--- src/rtl/mux4_rr_arbiter.sv ---
// Round-robin arbiter driving the select of a shared 32-bit 4:1 mux.
// Each grant lasts until the requester drops or MAX_BEATS beats have been accepted.
//
// state | meaning
// IDLE  | no owner; arbitrate among req starting after the last owner
// GRANT | requester sel owns the mux; beats counted until release
module mux4_rr_arbiter #(
    parameter int MAX_BEATS = 4,
    parameter int CNT_W     = 3
) (
    input  logic       clk,
    input  logic       reset,
    input  logic [3:0] req,
    input  logic       out_ready,
    output logic [3:0] grant,
    output logic [1:0] sel,
    output logic       out_valid,
    output logic [3:0] accept,
    output logic       busy
);

    typedef enum logic {IDLE, GRANT} state_t;

    state_t           state, state_nxt;
    logic [3:0]       grant_nxt;
    logic [1:0]       sel_nxt;
    logic [1:0]       last, last_nxt;
    logic [CNT_W-1:0] beat_cnt, beat_cnt_nxt;
    logic [1:0]       winner;
    logic [1:0]       cand;
    logic             found;
    logic             beat_fire;
    logic             final_beat;

    // Search order starts one past the previous owner so every requester gets a turn.
    always_comb begin
        winner = last;
        found  = 1'b0;
        cand   = last;
        for (int k = 1; k <= 4; k++) begin
            cand = last + 2'(k);
            if (!found && req[cand]) begin
                winner = cand;
                found  = 1'b1;
            end
        end
    end

    assign busy       = (state == GRANT);
    assign out_valid  = busy & req[sel];
    assign beat_fire  = out_valid & out_ready;
    assign accept     = grant & {4{beat_fire}};
    assign final_beat = beat_fire & (beat_cnt == CNT_W'(MAX_BEATS - 1));

    always_comb begin
        state_nxt    = state;
        grant_nxt    = grant;
        sel_nxt      = sel;
        last_nxt     = last;
        beat_cnt_nxt = beat_cnt;
        case (state)
            IDLE: begin
                if (found) begin
                    state_nxt    = GRANT;
                    grant_nxt    = 4'b0001 << winner;
                    sel_nxt      = winner;
                    beat_cnt_nxt = '0;
                end
            end
            GRANT: begin
                if (!req[sel] || final_beat) begin
                    state_nxt    = IDLE;
                    grant_nxt    = '0;
                    last_nxt     = sel;
                    beat_cnt_nxt = '0;
                end else if (beat_fire) begin
                    beat_cnt_nxt = beat_cnt + CNT_W'(1);
                end
            end
            default: begin
                state_nxt    = IDLE;
                grant_nxt    = '0;
                beat_cnt_nxt = '0;
            end
        endcase
    end

    always_ff @(posedge clk) begin
        if (reset) begin
            state    <= IDLE;
            grant    <= '0;
            sel      <= 2'b00;
            last     <= 2'd3;
            beat_cnt <= '0;
        end else begin
            state    <= state_nxt;
            grant    <= grant_nxt;
            sel      <= sel_nxt;
            last     <= last_nxt;
            beat_cnt <= beat_cnt_nxt;
        end
    end

endmodule
--- config.mk ---
export PLATFORM = sky130hd
export DESIGN_NAME = mux4_rr_arbiter
export DESIGN_NICKNAME = d
export VERILOG_FILES = /design/src/rtl/mux4_rr_arbiter.sv
export SDC_FILE = /design/constraint.sdc
export NUM_CORES = 1
export LEC_CHECK = 0
export BUFFER_PORTS_ARGS = -buffer_cell sky130_fd_sc_hd__buf_2
export CAP_MARGIN = 20
export CORE_MARGIN = 2
export CORE_UTILIZATION = 50
export DETAILED_ROUTE_END_ITERATION = 10
export GPL_TIMING_DRIVEN = 0
export PLACE_DENSITY = 0.76
export SKIP_CTS_REPAIR_TIMING = 1
export SLEW_MARGIN = 40
export SYNTH_ARGS = -nofsm -noshare
export SYNTH_HDL_FRONTEND = slang
export SYNTH_SLANG_ARGS = --single-unit
--- constraint.sdc ---
create_clock -name clk -period 2.1 [get_ports clk]
set_input_delay 0.63 -clock clk [delete_from_list [all_inputs] [get_ports clk]]
set_output_delay 0.63 -clock clk [all_outputs]
set_load 0.01 [all_outputs]
==> results of run 1 <==
[cell type report]
cell class,count,area (sq um)
buffer,1,3.754
clock buffer,4,36.28
fill,106,397.9
inverter,11,41.29
multi-input combinational,62,445.4
sequential,12,249.0
tap,15,18.77
timing repair buffer,21,141.4
[worst paths after layout]
| path | startpoint | endpoint | slack (ps) | cells after the start |
|---|---|---|---|---|
| min | beat_cnt[1] | beat_cnt[1] | 480 | 2 |
| max | req[2] | accept[1] | -60 | 5 |
| min reg2reg | beat_cnt[1] | beat_cnt[1] | 480 | 2 |
| max reg2reg | beat_cnt[0] | last[0] | 550 | 6 |
[per-layer routing]
layer,part of all wire [%],global-route usage [%],wire (um)
met4,0.75,5.625,14
met3,4.5,5.603,84
met1,44,24.27,820
met2,51,37.54,941
met5,0,0,0
[flip-flops by register name, summed over array words and instances (netlist names)]
register	count
grant	4
beat_cnt	3
sel	2
last	2
busy	1
[layout by cell type (no fill, tap or decap), drive strengths merged, types with 2 or more instances in the layout]
cell     n
buf     21
nor2    14
dfxtp   12
inv     11
o21ai    6
clkbuf   5
a21oi    4
a32o     4
nor2b    3
mux2     2
nand2b   2
nor3     2
a21o     2
o32ai    2
ha       2
[logic make-up (layout without fill, tap and decap cells)]
family          Yosys count  after routing  share of synthesized area, %
fa+ha+maj                 2              2                         3.424
buf+inv                  13             37                         6.848
mux                       2              2                         3.595
simple gates             28             28                         19.52
compound gates           30             30                         33.73
flops                    12             12                         32.88
[worst reg2reg max path, stage by stage, from the launching register on]
cell and delay, ps:
dfxtp_1 350, ha_1 200, ha_1 190, nand2_1 110
o21ai_1 120, o211a_1 230, a211o_1 260
[Yosys cell counts (2+ instances only)]
library cell / number / share of area (%)
a32o_1: 4 / 5.5
nor2_1: 14 / 7.2
a21o_1: 2 / 2.1
dfxtp_1: 12 / 33
o32ai_1: 2 / 2.4
nor2b_1: 3 / 2.6
ha_1: 2 / 3.4
nor3_1: 2 / 1.4
inv_1: 11 / 5.7
o21ai_0: 5 / 3.4
nand2b_1: 2 / 1.7
a21oi_1: 4 / 2.7
[per-stage QoR]
step | power [W] | hold WS, ps | utilization (%) | TNS, ps | cell area (sq um)
6_report | 0.0006295 | 483.7 | 70.17 | -204.4 | 935.9
3_5_place_dp | 0.0004229 | 472.0 | 62.95 | -429.0 | 839.6
4_1_cts | 0.0006162 | 484.6 | 65.67 | -598.8 | 875.8
2_1_floorplan | 0.0003728 | 458.2 | - | 0 | 730.7
3_3_place_gp | 0.0004183 | 467.6 | 62.95 | -387.3 | 839.6
5_1_grt | 0.0006605 | 520.1 | 70.17 | -343.9 | 935.9
[where the power goes]
| group | internal (W) | switching (W) | leakage [nW] |
|---|---|---|---|
| Combinational | 0.0000789 | 0.0000856 | 0.304 |
| Clock | 0.000106 | 0.0000884 | 0.0210 |
| Sequential | 0.000247 | 0.0000238 | 0.0998 |
==> metrics.md, run 1 <==
| Metric | Value |
|---|---|
| CP endpoint kind | `primary output` |
| Tcrit/Tclk final | `103.0%` |
| CP Max Fanout | `5` |
| Combined area of all synthesized cells | `between 700 and 800 sq um` |
| Hold Vio Cnt, Final | `0` |
| Maximum vdd drop | `0.3107 mV` |
| Final Slew Violations | `0` |
| CP Cell Sequence | `buf_8, mux2_4, a32oi_4, nor2_1, buf_2` |
| Tmin final | `2164 ps` |
| GRT Resource Usage Total | `between 20% and 30%` |
| RSZ-0062 raised after global routing | `yes` |
| Worst slew pin tran | `651.2 ps` |
| Failing checks | `setup timing` |
| Post-synth EDFFs | `0` |
| Clock latency on the worst-skew pair | `280 ps` |
| Share of cells above drive strength 1 | `30.63%` |
| Fin cells | `126` |
| CTS Buf Count | `3` |
| WP buf/inv | `2` |
| Post-Route Skew | `roughly 1.7 ps` |
| Worst-path clk slew | `80 ps` |
| Placer congestion estimate | `0.8096` |
| Worst slack at placement | `-128.6 ps` |
| DRT Pass-1 Iters | `4` |
| Routed WL per cell | `14.78 um` |
| Crit start category | `input pin` |
| Clk buf depth | `2` |
| Std-Cell Rows | `13` |
| Number of synthesized register bits | `12` |
| Gate Count Post-Synth | `87` |
| DRC | `0` |
| Fmax | `about 460 MHz` |
| Pleak | `approximately 0.42 nW` |
| Type of the worst min-delay path | `flop to flop` |
| PortBufs | `18` |
| Largest stage delay, worst path | `300 ps` |
| Slowest CP cell | `mux2_4` |
| DP HPWL | `1293 um` |
| Initial core utilization | `a little over half` |
| Final #Nets | `121` |
| Top_reg_cell synth | `dfxtp_1` |
| Sequential fraction of the synthesis area | `32.88%` |
| Initial antenna violation count | `0` |
| Io pins | `19` |
| Final Worst Setup Slack | `-64.01 ps` |
| Final setup viols | `4` |
| Pwr dens | `between 600 and 700 nW/um^2` |
| FFs w/ async S/R, synth | `0%` |
| Clock root cell | `clkbuf_4` |
| CP arrival | `1530 ps` |
| First-pass GRT wire length | `2849 um` |
| Worst EP required | `between 1000 and 1500 ps` |
| CP delay by family, top | `multiplexers` |
| Post-Syn Area per Cell | `8.399 sq um` |
| Total nets after synthesis | `96` |
| Max H-tree Level | `1` |
| Die Area | `about 1800 sq um` |
| Die X | `42.23 um` |
| Status | `finished, violations left` |
| Chip Height | `42.23 um` |
| WL final | `1862 um` |
| Pin count of the biggest net entering global routing | `11` |
| GRT overflow | `0` |
| CP Class | `input pin to primary output` |
| Area Overhead vs Synth | `28.08%` |
| Synth warn | `0` |
| Max-Slew Margin vs Limit | `56.19%` |
| Sink Count | `12` |
| CTS tree | `done` |
| ANT cells | `0` |
| Post-route ant nets | `0` |
| Synth unique cells | `36` |
| Via density | `5.968` |
| Vias in the first global route | `between 600 and 700` |
| Cells after DPL | `120` |
| Core Box Area | `1334 sq um` |
| Via count | `752` |
| 1st-iter DRT viols | `23` |
| Max_cap viols | `0` |
Note: power is estimated with default switching activity, not from simulation.
==> run 2: changes to the inputs <==
CAP_MARGIN = 15   (was 20)
CORE_MARGIN = default   (was 2)
==> metrics.md, run 2 (synthesized netlist as in run 1, its figures left out) <==
| Metric | Value |
|---|---|
| Internal power | `0.0004312 W` |
| Clk pwr share | `30.3%` |
| 1st-iter DRT viols | `15` |
| Largest regs | `grant (4), beat_cnt (3)` |
| Fill cells | `112` |
| Final Slew Violations | `0` |
| Vias in the first global route | `558` |
| Std-Cell Rows | `13` |
| Type of the worst min-delay path | `flop to flop` |
| WL final | `~1800 um` |
| Sink Count | `12` |
| Max-Slew Margin vs Limit | `61.25%` |
| GRT Resource Usage Total | `roughly 22%` |
| Status | `finished, violations left` |
| CTS tree | `done` |
| Area Overhead vs Synth | `27.91%` |
| Final Worst Setup Slack | `-45.70 ps` |
| FF/Latch Area | `244.0 sq um` |
| Clk buf depth | `2` |
| Tmin final | `2146 ps` |
| CP Class | `input pin to primary output` |
| GRT overflow | `0` |
| Final setup viols | `4` |
| Hold Vio Cnt, Final | `0` |
| Register share of total power | `about 44%` |
| Most frequent cells in the layout | `nor2_1, buf_2, inv_1, dfxtp_1, o21ai_0` |
| Multi-input combinational cell area | `between 400 and 500 sq um` |
| Pin count of the biggest net entering global routing | `11` |
| Pleak | `0.4249 nW` |
| Initial core utilization | `54.78%` |
| Maximum vdd drop | `0.3874 mV` |
| Sw Ratio | `30.61%` |
| Tcrit/Tclk final | `102.2%` |
| RSZ-0062 raised after global routing | `yes` |
| Worst-path clk slew | `around 80 ps` |
| DRC | `0` |
| Max_cap viols | `0` |
| NetSw | `0.0001902 W` |
| DRT Pass-1 Iters | `4` |
| Most flops, register | `grant` |
| Max reg flops | `4` |
| CP Max Fanout | `5` |
| Post-route ant nets | `0` |
| Die Area | `1618 sq um` |
| Pwr dens | `664.8 nW/um^2` |
| CP endpoint kind | `primary output` |
| Worst EP required | `between 1000 and 1500 ps` |
| Routed WL per cell | `~14 um` |
| CTS Buf Count | `3` |
| Placer congestion estimate | `roughly 0.75` |
| Combinational share of power | `between 20% and 30%` |
| Final Util | `around 70%` |
| Worst slack at placement | `-97.45 ps` |
| ANT cells | `0` |
| Crit start category | `input pin` |
| Die X | `40.23 um` |
| Post-Route Skew | `3.161 ps` |
| Io pins | `19` |
| Initial antenna violation count | `0` |
| Clock root cell | `clkbuf_4` |
| Clock latency on the worst-skew pair | `between 200 and 300 ps` |
| Failing checks | `setup timing` |
| Max H-tree Level | `1` |
| CP arrival | `1520 ps` |
| Chip Height | `just over 40 um` |
| DP HPWL | `about 1200 um` |
| Via count | `742` |
| Core Box Area | `1334 sq um` |
| Share of cells above drive strength 1 | `between 30% and 40%` |
| PortBufs | `18` |
| Via density | `5.889` |
| Worst slew pin tran | `575.9 ps` |
| Setup TNS | `-132.3 ps` |
| Fmax | `466.0 MHz` |
| Final #Nets | `121` |
| First-pass GRT wire length | `2359 um` |
==> run 2: cell counts in the layout (fill, tap and decap cells not counted) <==
No cell type changed its count.
==> run 2: layer usage <==
| layer | wire length, um | track usage, % |
|---|---|---|
| met5 | 0 | 0 |
| met3 | 66 | 3.333 |
| met1 | 820 | 29.05 |
| met4 | 27 | 10.00 |
| met2 | 871 | 35.89 |
==> run 2: worst paths after layout <==
path	start	end	slack [ps]	cells past startpoint
max	req[2]	accept[2]	-50	5
min	beat_cnt[1]	beat_cnt[1]	490	2
max reg2reg	busy	beat_cnt[1]	430	5
min reg2reg	beat_cnt[1]	beat_cnt[1]	490	2
==> run 2: critical path, cell delays in order <==
cell and delay [ps]:
buf_8 100, mux2_4 290, a32oi_4 270, nor2_1 80, buf_2 140
==> run 2: through the flow <==
step                      hold WS, ps  instances  total power, W  area (sq um)
after floorplan                 458.2         87       0.0003728         730.7
after global placement          471.0        120       0.0004182         839.6
after detailed placement        484.0        120       0.0004219         839.6
after CTS                       496.1        124       0.0006096         875.8
after global routing            511.8        126       0.0006538         934.6
final                           491.3        126       0.0006213         934.6
==> run 2: area by class of cell <==
cell class	count	share of cell area [%]
Tap cell	15	2.008
Timing Repair Buffer	21	15.53
Clock buffer	4	3.882
Inverter	11	4.418
Multi-Input combinational cell	62	47.66
Buffer	1	0.4016
Sequential cell	12	26.10
==> run 2: power groups by stage <==
stage | logic, W | clock network (W) | registers (W)
2_1_floorplan | 0.000100 | 0 | 0.000273
3_3_place_gp | 0.000150 | 0 | 0.000268
3_5_place_dp | 0.000152 | 0 | 0.000270
4_1_cts | 0.000153 | 0.000193 | 0.000264
5_1_grt | 0.000176 | 0.000203 | 0.000275
6_report | 0.000161 | 0.000188 | 0.000272
